<file path="config.mk">
export PLATFORM = sky130hd
export DESIGN_NAME = muldiv_unit
export DESIGN_NICKNAME = d
export VERILOG_FILES = /design/src/rtl/butterfly_pkg.sv /design/src/rtl/muldiv_iter_step.sv /design/src/rtl/muldiv_unit.sv
export SDC_FILE = /design/constraint.sdc
export NUM_CORES = 1
export LEC_CHECK = 0
export ABC_CLOCK_PERIOD_IN_PS = 10900
export BUFFER_PORTS_ARGS = -buffer_cell sky130_fd_sc_hd__buf_2
export CORE_MARGIN = 1.5
export CORE_UTILIZATION = 50
export CTS_CLUSTER_DIAMETER = 60
export CTS_CLUSTER_SIZE = 14
export DETAILED_ROUTE_END_ITERATION = 8
export GPL_TIMING_DRIVEN = 0
export PLACE_DENSITY = 0.7
export SKIP_CTS_REPAIR_TIMING = 1
export SYNTH_ARGS = -nofsm -noshare
export SYNTH_HDL_FRONTEND = slang
export SYNTH_SLANG_ARGS = --single-unit
</file>
<file path="constraint.sdc">
create_clock -name clk_i -period 10.9 [get_ports clk_i]
set_input_delay 2.18 -clock clk_i [delete_from_list [all_inputs] [get_ports clk_i]]
set_output_delay 2.18 -clock clk_i [all_outputs]
set_load 0.005 [all_outputs]
</file>
<file path="src/rtl/butterfly_pkg.sv">
// Shared types and helpers for the RV32M multiply/divide unit.
package butterfly_pkg;

  localparam int XLEN = 32;

  typedef enum logic [2:0] {
    OP_MUL    = 3'd0,
    OP_MULH   = 3'd1,
    OP_MULHSU = 3'd2,
    OP_MULHU  = 3'd3,
    OP_DIV    = 3'd4,
    OP_DIVU   = 3'd5,
    OP_REM    = 3'd6,
    OP_REMU   = 3'd7
  } muldiv_op_e;

  typedef enum logic [1:0] {
    IDLE = 2'd0,
    CALC = 2'd1,
    DONE = 2'd2
  } muldiv_state_e;

  function automatic logic is_div(muldiv_op_e op);
    return op[2];
  endfunction

  // Returns {rs1 is signed, rs2 is signed}; MUL only keeps the low half, so its sign is irrelevant.
  function automatic logic [1:0] is_signed(muldiv_op_e op);
    logic [1:0] s;
    s = 2'b00;
    case (op)
      OP_MULH, OP_DIV, OP_REM: s = 2'b11;
      OP_MULHSU:               s = 2'b10;
      default:                 s = 2'b00;
    endcase
    return s;
  endfunction

endpackage

</file>
<file path="src/rtl/muldiv_iter_step.sv">
// One iteration on the {acc, opr} pair: shift-add multiply (LSB first) or
// restoring shift-subtract divide (MSB first, quotient bits shifted into opr).
module muldiv_iter_step
  import butterfly_pkg::*;
(
  input  logic            is_div_i,
  input  logic [XLEN-1:0] acc_i,
  input  logic [XLEN-1:0] opr_i,
  input  logic [XLEN-1:0] operand_b_i,
  output logic [XLEN-1:0] acc_o,
  output logic [XLEN-1:0] opr_o
);

  logic [XLEN:0] sum;
  logic [XLEN:0] partial;
  logic [XLEN:0] diff;

  always_comb begin
    sum     = {1'b0, acc_i} + (opr_i[0] ? {1'b0, operand_b_i} : {(XLEN+1){1'b0}});
    partial = {acc_i, opr_i[XLEN-1]};
    diff    = partial - {1'b0, operand_b_i};
    if (is_div_i) begin
      // A borrow out of the subtraction means the divisor did not fit: restore.
      if (!diff[XLEN]) begin
        acc_o = diff[XLEN-1:0];
        opr_o = {opr_i[XLEN-2:0], 1'b1};
      end else begin
        acc_o = partial[XLEN-1:0];
        opr_o = {opr_i[XLEN-2:0], 1'b0};
      end
    end else begin
      acc_o = sum[XLEN:1];
      opr_o = {sum[0], opr_i[XLEN-1:1]};
    end
  end

endmodule

</file>
<file path="src/rtl/muldiv_unit.sv">
// Iterative RV32M multiply/divide unit with EX-stage stall and flush handshake.
// Define BF_FAST_MUL_EN to send MUL* through a single-cycle multiplier on the fast path.
module muldiv_unit
  import butterfly_pkg::*;
(
  input  logic            clk_i,
  input  logic            rst_ni,
  input  logic            start_i,
  input  logic [2:0]      op_i,
  input  logic [XLEN-1:0] rs1_i,
  input  logic [XLEN-1:0] rs2_i,
  input  logic            flush_i,
  output logic            busy_o,
  output logic            done_o,
  output logic [XLEN-1:0] result_o
);

  localparam int CW = $clog2(XLEN);

  muldiv_state_e   state;
  logic [CW-1:0]   count;
  logic [XLEN-1:0] acc, opr, mag_b;
  muldiv_op_e      op_q;
  logic            neg_q;

  muldiv_op_e      op_in;
  logic [1:0]      sgn;
  logic            s_a, s_b, neg_in;
  logic [XLEN-1:0] mag_a_in, mag_b_in;
  logic            div_zero, div_ovf, fast_path;
  logic [XLEN-1:0] fast_result, iter_result;
  logic [XLEN-1:0] step_acc, step_opr;
  logic [2*XLEN-1:0] prod_full, prod_fix;

  assign op_in    = muldiv_op_e'(op_i);
  assign sgn      = is_signed(op_in);
  assign s_a      = sgn[1] & rs1_i[XLEN-1];
  assign s_b      = sgn[0] & rs2_i[XLEN-1];
  assign mag_a_in = s_a ? -rs1_i : rs1_i;
  assign mag_b_in = s_b ? -rs2_i : rs2_i;
  // Remainder takes the dividend's sign; products and quotients take sA^sB.
  assign neg_in   = (is_div(op_in) & op_in[1]) ? s_a : (s_a ^ s_b);
  assign div_zero = is_div(op_in) & (rs2_i == '0);
  assign div_ovf  = is_div(op_in) & sgn[1] & (rs1_i == {1'b1, {(XLEN-1){1'b0}}}) & (rs2_i == '1);

  assign busy_o = rst_ni & (((state == IDLE) & start_i & !flush_i) | (state == CALC));

`ifdef BF_FAST_MUL_EN
  logic [2*XLEN-1:0] fast_prod;
  assign fast_prod = {{XLEN{s_a}}, rs1_i} * {{XLEN{s_b}}, rs2_i};
  assign fast_path = div_zero | div_ovf | !is_div(op_in);
`else
  assign fast_path = div_zero | div_ovf;
`endif

  always_comb begin
    fast_result = '0;
    if (div_zero) begin
      fast_result = (op_in == OP_DIV || op_in == OP_DIVU) ? '1 : rs1_i;
    end else if (div_ovf) begin
      fast_result = (op_in == OP_DIV) ? rs1_i : '0;
    end
`ifdef BF_FAST_MUL_EN
    else if (!is_div(op_in)) begin
      fast_result = (op_in == OP_MUL) ? fast_prod[XLEN-1:0] : fast_prod[2*XLEN-1:XLEN];
    end
`endif
  end

  muldiv_iter_step u_step (
    .is_div_i    (is_div(op_q)),
    .acc_i       (acc),
    .opr_i       (opr),
    .operand_b_i (mag_b),
    .acc_o       (step_acc),
    .opr_o       (step_opr)
  );

  // Sign fix-up is applied to the final step output so the result lands with done_o.
  always_comb begin
    prod_full   = {step_acc, step_opr};
    prod_fix    = neg_q ? -prod_full : prod_full;
    iter_result = '0;
    case (op_q)
      OP_MUL:                       iter_result = prod_fix[XLEN-1:0];
      OP_MULH, OP_MULHSU, OP_MULHU: iter_result = prod_fix[2*XLEN-1:XLEN];
      OP_DIV, OP_DIVU:              iter_result = neg_q ? -step_opr : step_opr;
      OP_REM, OP_REMU:              iter_result = neg_q ? -step_acc : step_acc;
      default:                      iter_result = '0;
    endcase
  end

  always_ff @(posedge clk_i or negedge rst_ni) begin
    if (!rst_ni) begin
      state    <= IDLE;
      count    <= '0;
      acc      <= '0;
      opr      <= '0;
      mag_b    <= '0;
      op_q     <= OP_MUL;
      neg_q    <= 1'b0;
      done_o   <= 1'b0;
      result_o <= '0;
    end else if (flush_i) begin
      state  <= IDLE;
      count  <= '0;
      done_o <= 1'b0;
    end else begin
      case (state)
        IDLE: begin
          done_o <= 1'b0;
          if (start_i) begin
            if (fast_path) begin
              state    <= DONE;
              done_o   <= 1'b1;
              result_o <= fast_result;
            end else begin
              state <= CALC;
              count <= '0;
              acc   <= '0;
              opr   <= mag_a_in;
              mag_b <= mag_b_in;
              op_q  <= op_in;
              neg_q <= neg_in;
            end
          end
        end
        CALC: begin
          acc <= step_acc;
          opr <= step_opr;
          if (count == CW'(XLEN-1)) begin
            state    <= DONE;
            done_o   <= 1'b1;
            result_o <= iter_result;
          end else begin
            count <= count + 1'b1;
          end
        end
        DONE: begin
          state  <= IDLE;
          done_o <= 1'b0;
          count  <= '0;
        end
        default: state <= IDLE;
      endcase
    end
  end

endmodule

</file>
======== Word-level counts from Yosys, hierarchy flattened ========
Cells that the tools add are included.
word-level totals
  bits in registers ....................... 140
  latch bits .............................. 0
  bits in writable memories ............... 0
  ROM bits ................................ 0
  input bits .............................. 71
  output and inout port bits .............. 34
  logic and storage cells ................. 116
  memories kept ........................... 0
cells by class
  add/sub/neg operators ................... 8
  multiply operators ...................... 0
  divide/modulo/power cells ............... 0
  order comparisons ....................... 0
  equality and inequality tests ........... 25
  shifts and indexed selects .............. 0
  multiplexer cells ....................... 42
  bitwise gates (word level) .............. 15
  reduce and logical (&&, ||, !) cells .... 17
operator list
  cell                                                  number
  two-way mux 32 bit                                    19
  one-hot mux 32 bit (2 select lines)                   3
  negation 32 bit                                       4
  one-hot mux 32 bit (4 select lines)                   1
  equality test 32 bit (second input constant)          2
  two-way mux 64 bit                                    1
  negation 64 bit                                       1
  adder 32 x 33 -> 33 bit                               1
  subtractor 33 x 32 -> 33 bit                          1
  logical NOT 32 bit                                    1
  equality test 3 bit (second input constant)           7
  two-way mux 5 bit                                     4
  one-hot mux 5 bit (3 select lines)                    1
  AND reduction 4 bit                                   3
  AND 1 bit                                             10
  equality test 3 x 2 -> 1 bit (second input constant)  3
  inequality test 3 bit (second input constant)         3
  two-way mux 2 bit                                     4
  one-hot mux 2 bit (2 select lines)                    2
  equality test 3 x 1 -> 1 bit (second input constant)  2
  two-way mux 1 bit                                     6
  inequality test 2 bit (second input constant)         3
  OR reduction 3 bit                                    2
  adder 5 x 1 -> 5 bit (second input constant)          1
  18 further kinds                                      22

======== Logic depth before layout (Yosys ltp) ========
  depth in word-level cells ............... 11
  depth in mapped cells ................... 22
  depth with buffers taken out ............ 21

======== Modules after synthesis ========
From an unflattened synthesis, not the netlist that was laid out.
second synthesis, totals
  cell total of the unflattened synthesis .. 2012
  area total of the unflattened synthesis .. 15063.2 µm²
modules (own cells, without submodules)
  module            instances  cells an instance  area each (µm²)  seq. area each (µm²)
  muldiv_unit       1          1307               10289.9          3503.4
  muldiv_iter_step  1          705                4773.3           0.0

======== Least setup slack after synthesis ========
Ideal clock, no wire load.
  kind .................................... in2reg
  start ................................... input port rs1_i[10]
  end ..................................... register result_o[6]
  library setup time ...................... 0.082 ns
  arrival ................................. 5.553 ns
  data required time ...................... 10.818 ns
  setup slack ............................. 5.265 ns
  stages on the path ...................... 12
  path buffers ............................ 2
  cell sequence ........................... or4_1 or3_1 or4bb_1 nor3b_1 a21boi_0 nor2b_1 mux2i_1 nor3_1 clkbuf_1 buf_1 nor2_1 a31oi_1
on the way
  longest elaborated chain between the ends .. 8
  elaborated cells on any way between the ends .. 11
  those cells by class .................... eq/ne (2); mux (5); bitwise (3); reduce/logical (1)
RTL lines
  item                                 RTL line            text
  start: declaration                   muldiv_unit.sv:10   input logic [XLEN-1:0] rs1_i,
  equality test 32 bit (*)             muldiv_unit.sv:44   assign div_ovf = is_div(op_in) & sgn[1] & (rs1_i == {1'b1, {(XLEN-1){1'b0}}}) & (rs2_i == '1);
  AND 1 bit (*) (2 in a row)           muldiv_unit.sv:44
  two-way mux 32 bit                   muldiv_unit.sv:60   end else if (div_ovf) begin
  two-way mux 32 bit                   muldiv_unit.sv:58   if (div_zero) begin
  two-way mux 32 bit                   muldiv_unit.sv:113  if (fast_path) begin
  two-way mux 32 bit                   muldiv_unit.sv:112  if (start_i) begin
  one-hot mux 32 bit (2 select lines)  muldiv_unit.sv:109  case (state)
  end signal: assignment               muldiv_unit.sv:116  result_o <= fast_result;
  end signal: assignment               muldiv_unit.sv:134  result_o <= iter_result;
  end: declaration                     muldiv_unit.sv:15   output logic [XLEN-1:0] result_o
Mark *: on every way between the ends. The rest lies on a longest branch, timed or not. The select of a mux whose other input is x is not followed.
A chain may end at the register's enable or synchronous reset.

======== Worst setup path after layout ========
  start ................................... input port rs2_i[14]
  end ..................................... register result_o[22]
on the way
  longest elaborated chain between the ends .. 7
  elaborated cells on any way between the ends .. 12
  those cells by class .................... eq/ne (2); mux (5); bitwise (3); reduce/logical (2)
RTL lines
  item                                 RTL line            text
  start: declaration                   muldiv_unit.sv:11   input logic [XLEN-1:0] rs2_i,
  equality test 32 bit                 muldiv_unit.sv:44
  AND 1 bit                            muldiv_unit.sv:44
  two-way mux 32 bit                   muldiv_unit.sv:60
  two-way mux 32 bit                   muldiv_unit.sv:58
  two-way mux 32 bit                   muldiv_unit.sv:113
  two-way mux 32 bit                   muldiv_unit.sv:112
  one-hot mux 32 bit (2 select lines)  muldiv_unit.sv:109
Parallel ways exist; a longest one is shown, timed or not. The select of a mux whose other input is x is not followed.

==> results.json <==
{
  "max_slew_margin_pct": 5.23,
  "drt_iter0_markers": 2282,
  "syn_to_final_growth_pct": 10.8,
  "start_kind": "primary input",
  "synth_nets": 2246,
  "vdd_ir_drop_max_v": 0.000165,
  "synth_xor_area_share_pct": 8.15,
  "yosys.area.top_type": "dfrtp_1",
  "powerDensity_mw_per_mm2": 241,
  "intPower_w": 0.00189,
  "final_core_util_pct": 56.0,
  "skew_ns": 0.00929,
  "worstSetupEndpointType": "flip-flop",
  "start_util_pct": 50.5,
  "p_comb_share_pct": 63.8,
  "ant_nets": 0,
  "ys_types": 85,
  "chipHeight_um": 178,
  "die_w_um": 178,
  "place_area_mm2": 0.0164,
  "synth-seq-cells": 140,
  "drv_slew": 0,
  "worstSetupEndpoint": "result_o[22]",
  "syn_inst": 2101,
  "antenna_found_initial": 0,
  "grt_pass1_wl_mm": 100,
  "num-fill-cells": 2963,
  "cpPeakStageDelay_ns": 1.29,
  "critPathSlowestCell": "a2111oi_0",
  "fin_setup_tns_ns": 0,
  "fin_crit_ns": 7.65,
  "boundaryPins": 105,
  "path_common_cell": "nor4_1",
  "via_per_inst": 6.73,
  "synth_mux_area_share_pct": 4.03,
  "synth_ff_type": "dfrtp_1",
  "port_buffers": 103,
  "dr.pass1.iters": 6,
  "crit_cells": 13,
  "r2r-end": "result_o[16]",
  "synthArstFlopShare_pct": 100,
  "rows": 64,
  "netSwitchingPower_w": 0.00221,
  "cts-buffers-inserted": 17,
  "cts_tree": "built",
  "worstSetupStartpoint": "rs2_i[14]",
  "drc": 0,
  "seq_area_frac_synth_pct": 22.8,
  "dieArea_mm2": 0.0318,
  "syn_area_mm2": 0.0154,
  "synth_area_per_cell_um2": 7.32,
  "finalCritPeriodShare_pct": 70.2,
  "crit_fanout": 7,
  "gp_congestion": 1.03,
  "cts_sinks": 140,
  "finalPower_w": 0.00410,
  "critPathKind": "in2reg",
  "synth_top_area_share_pct": 22.8,
  "wl_mm": 67.7,
  "track_usage_pct": 42.5,
  "dr_total_vias": 17700,
  "core_mm2": 0.0304,
  "synth_compound_area_share_pct": 29.2,
  "worstRegToRegCells": 15,
  "drive_gt1_share_pct": 9.16,
  "arrival_ns": 8.04,
  "final_area_mm2": 0.0170,
  "sw_frac_of_total_pct": 53.9,
  "power_leakage_nw": 7.15,
  "reg2reg_slack_ns": 3.51,
  "overflow": 0,
  "synth-simple-area-share_pct": 25.0,
  "setup_viol": 0,
  "rsz0062_at_grt": "false",
  "final_cell_mix": "nand2_1 (254), o21ai_0 (223), nor2_1 (179)",
  "cap_violations": 0,
  "hold_path.class": "reg2reg",
  "p_seq_share_pct": 21.1,
  "yosysWarningCount": 0,
  "crit_chain": "buf_2, or4_1, or3_1, nor4_1, nand4b_1, a21boi_0, a211oi_1, o21ai_0, a2111oi_0, a21oi_1, nor4_1, mux2i_1, nand2_1",
  "cp_num_buf_inv": 1,
  "worstSkewPairLatency_ns": 0.45,
  "clkTransAtPathRegs_ns": 0.06,
  "clock.fmax_ghz": 0.131,
  "status": "complete, no violations",
  "fin_nets": 2370,
  "synth_top_family_by_area": "compound AO/OA/AOI/OAI gates",
  "crit_required_ns": 11.29,
  "hold_viol_final": 0,
  "synth_fa_ha_area_share_pct": 6.12,
  "clockBufferDepth": 2,
  "cts_htree_levels": 4,
  "ys_top_cells_by_area": "dfrtp_1 (23%), o21ai_0 (7.3%), nand2_1 (6.2%)",
  "synth_edf_count": 0,
  "worstMarginPinSlew_ns": 1.39,
  "r2r-start": "op_q[2]",
  "wire_per_inst_um": 25.7,
  "hpwl_mm": 54.5,
  "grt_max_degree": 80,
  "critPathTopFamily": "compound AO/OA/AOI/OAI gates",
  "pwr-share-clk_pct": 15.1,
  "cts-root-buf": "clkbuf_16",
  "final_common_cell": "nand2_1",
  "grt_pass1_vias": 16300
}
[power by group through the flow]
stage / Clock (W) / Sequential, W / Combinational [W]
floorplan: 0 / 0.000786 / 0.00170
global placement: 0 / 0.000855 / 0.00247
detailed placement: 0 / 0.000860 / 0.00249
CTS: 0.000614 / 0.000852 / 0.00251
global route: 0.000635 / 0.000877 / 0.00280
finish: 0.000617 / 0.000866 / 0.00262
[layout make-up]
cell class / instances / area [um2] / share of cell area (%)
clock buffers: 18 / 439 / 2.58
diodes: 1 / 2.50 / 0.0147
flip-flops and latches: 140 / 3500 / 20.6
well taps: 396 / 495 / 2.91
repair buffers: 105 / 557 / 3.27
inverters: 65 / 244 / 1.43
clock inverters: 14 / 156 / 0.918
plain buffers: 120 / 480 / 2.82
multi-input cells: 1776 / 11200 / 65.5
[routing by layer]
| metal | global-route usage (%) | wire length (um) | part of all wire (%) |
|---|---|---|---|
| met5 | 0 | 45 | 0.066 |
| met4 | 14.5 | 2220 | 3.3 |
| met3 | 13.8 | 8980 | 13 |
| met2 | 59.4 | 27400 | 41 |
| met1 | 60.6 | 29000 | 43 |
[state kept, by name, indices dropped and copies added, names as in the netlist]
signal,cells
acc,32
mag_b,32
result_o,32
count,5
done_o,1
opr,32
op_q,3
state,2
neg_q,1
[through the flow]
| stage | std cells | hold slack (ns) | worst slack, ns |
|---|---|---|---|
| final | 2635 | 0.470 | 3.25 |
| after global routing | 2634 | 0.497 | 3.22 |
| after CTS | 2634 | 0.479 | 3.76 |
| after detailed placement | 2602 | 0.465 | 3.33 |
| after global placement | 2600 | 0.456 | 3.29 |
| after floorplan | 2101 | 0.456 | 5.27 |
[cell families after synthesis]
kind of cell             Yosys count
AND/OR/NAND/NOR                  786
AO/OA/AOI/OAI                    713
buffers and inverters            185
XOR/XNOR                         143
flip-flops                       140
adder cells (fa/ha/maj)           74
multiplexers                      60
[synthesized netlist by cell type, types with 26 or more instances]
master and n:
nand4_1 33, a21o_1 26, xor2_1 67, nor3_1 58
clkbuf_1 89, o211ai_1 34, dfrtp_1 140, nand3_1 56
and2_1 48, nor2_1 179, nand2_1 254, inv_1 64
xnor2_1 76, ha_1 72, mux2i_1 45, a211oi_1 26
o31ai_1 48, o21ai_0 223, a21oi_1 171
[how the worst min path moves through the flow]
| stage | from | endpoint | slack (ns) | cells after the start |
|---|---|---|---|---|
| CTS | result_o[7] | result_o[7] | 0.48 | 2 |
| finish | result_o[7] | result_o[7] | 0.47 | 2 |
| global route | result_o[7] | result_o[7] | 0.50 | 2 |
| global placement | result_o[11] | result_o[11] | 0.46 | 2 |
| floorplan | count[4] | count[4] | 0.46 | 2 |
| detailed placement | result_o[7] | result_o[7] | 0.46 | 2 |
[worst min-delay path, delay by kind of cell, from the launching register on]
kind / cells / cell delay, ns
simple gates: 1 / 0.04
flops: 1 / 0.34
compound gates: 1 / 0.05
Power figures use the tool's default switching activity.
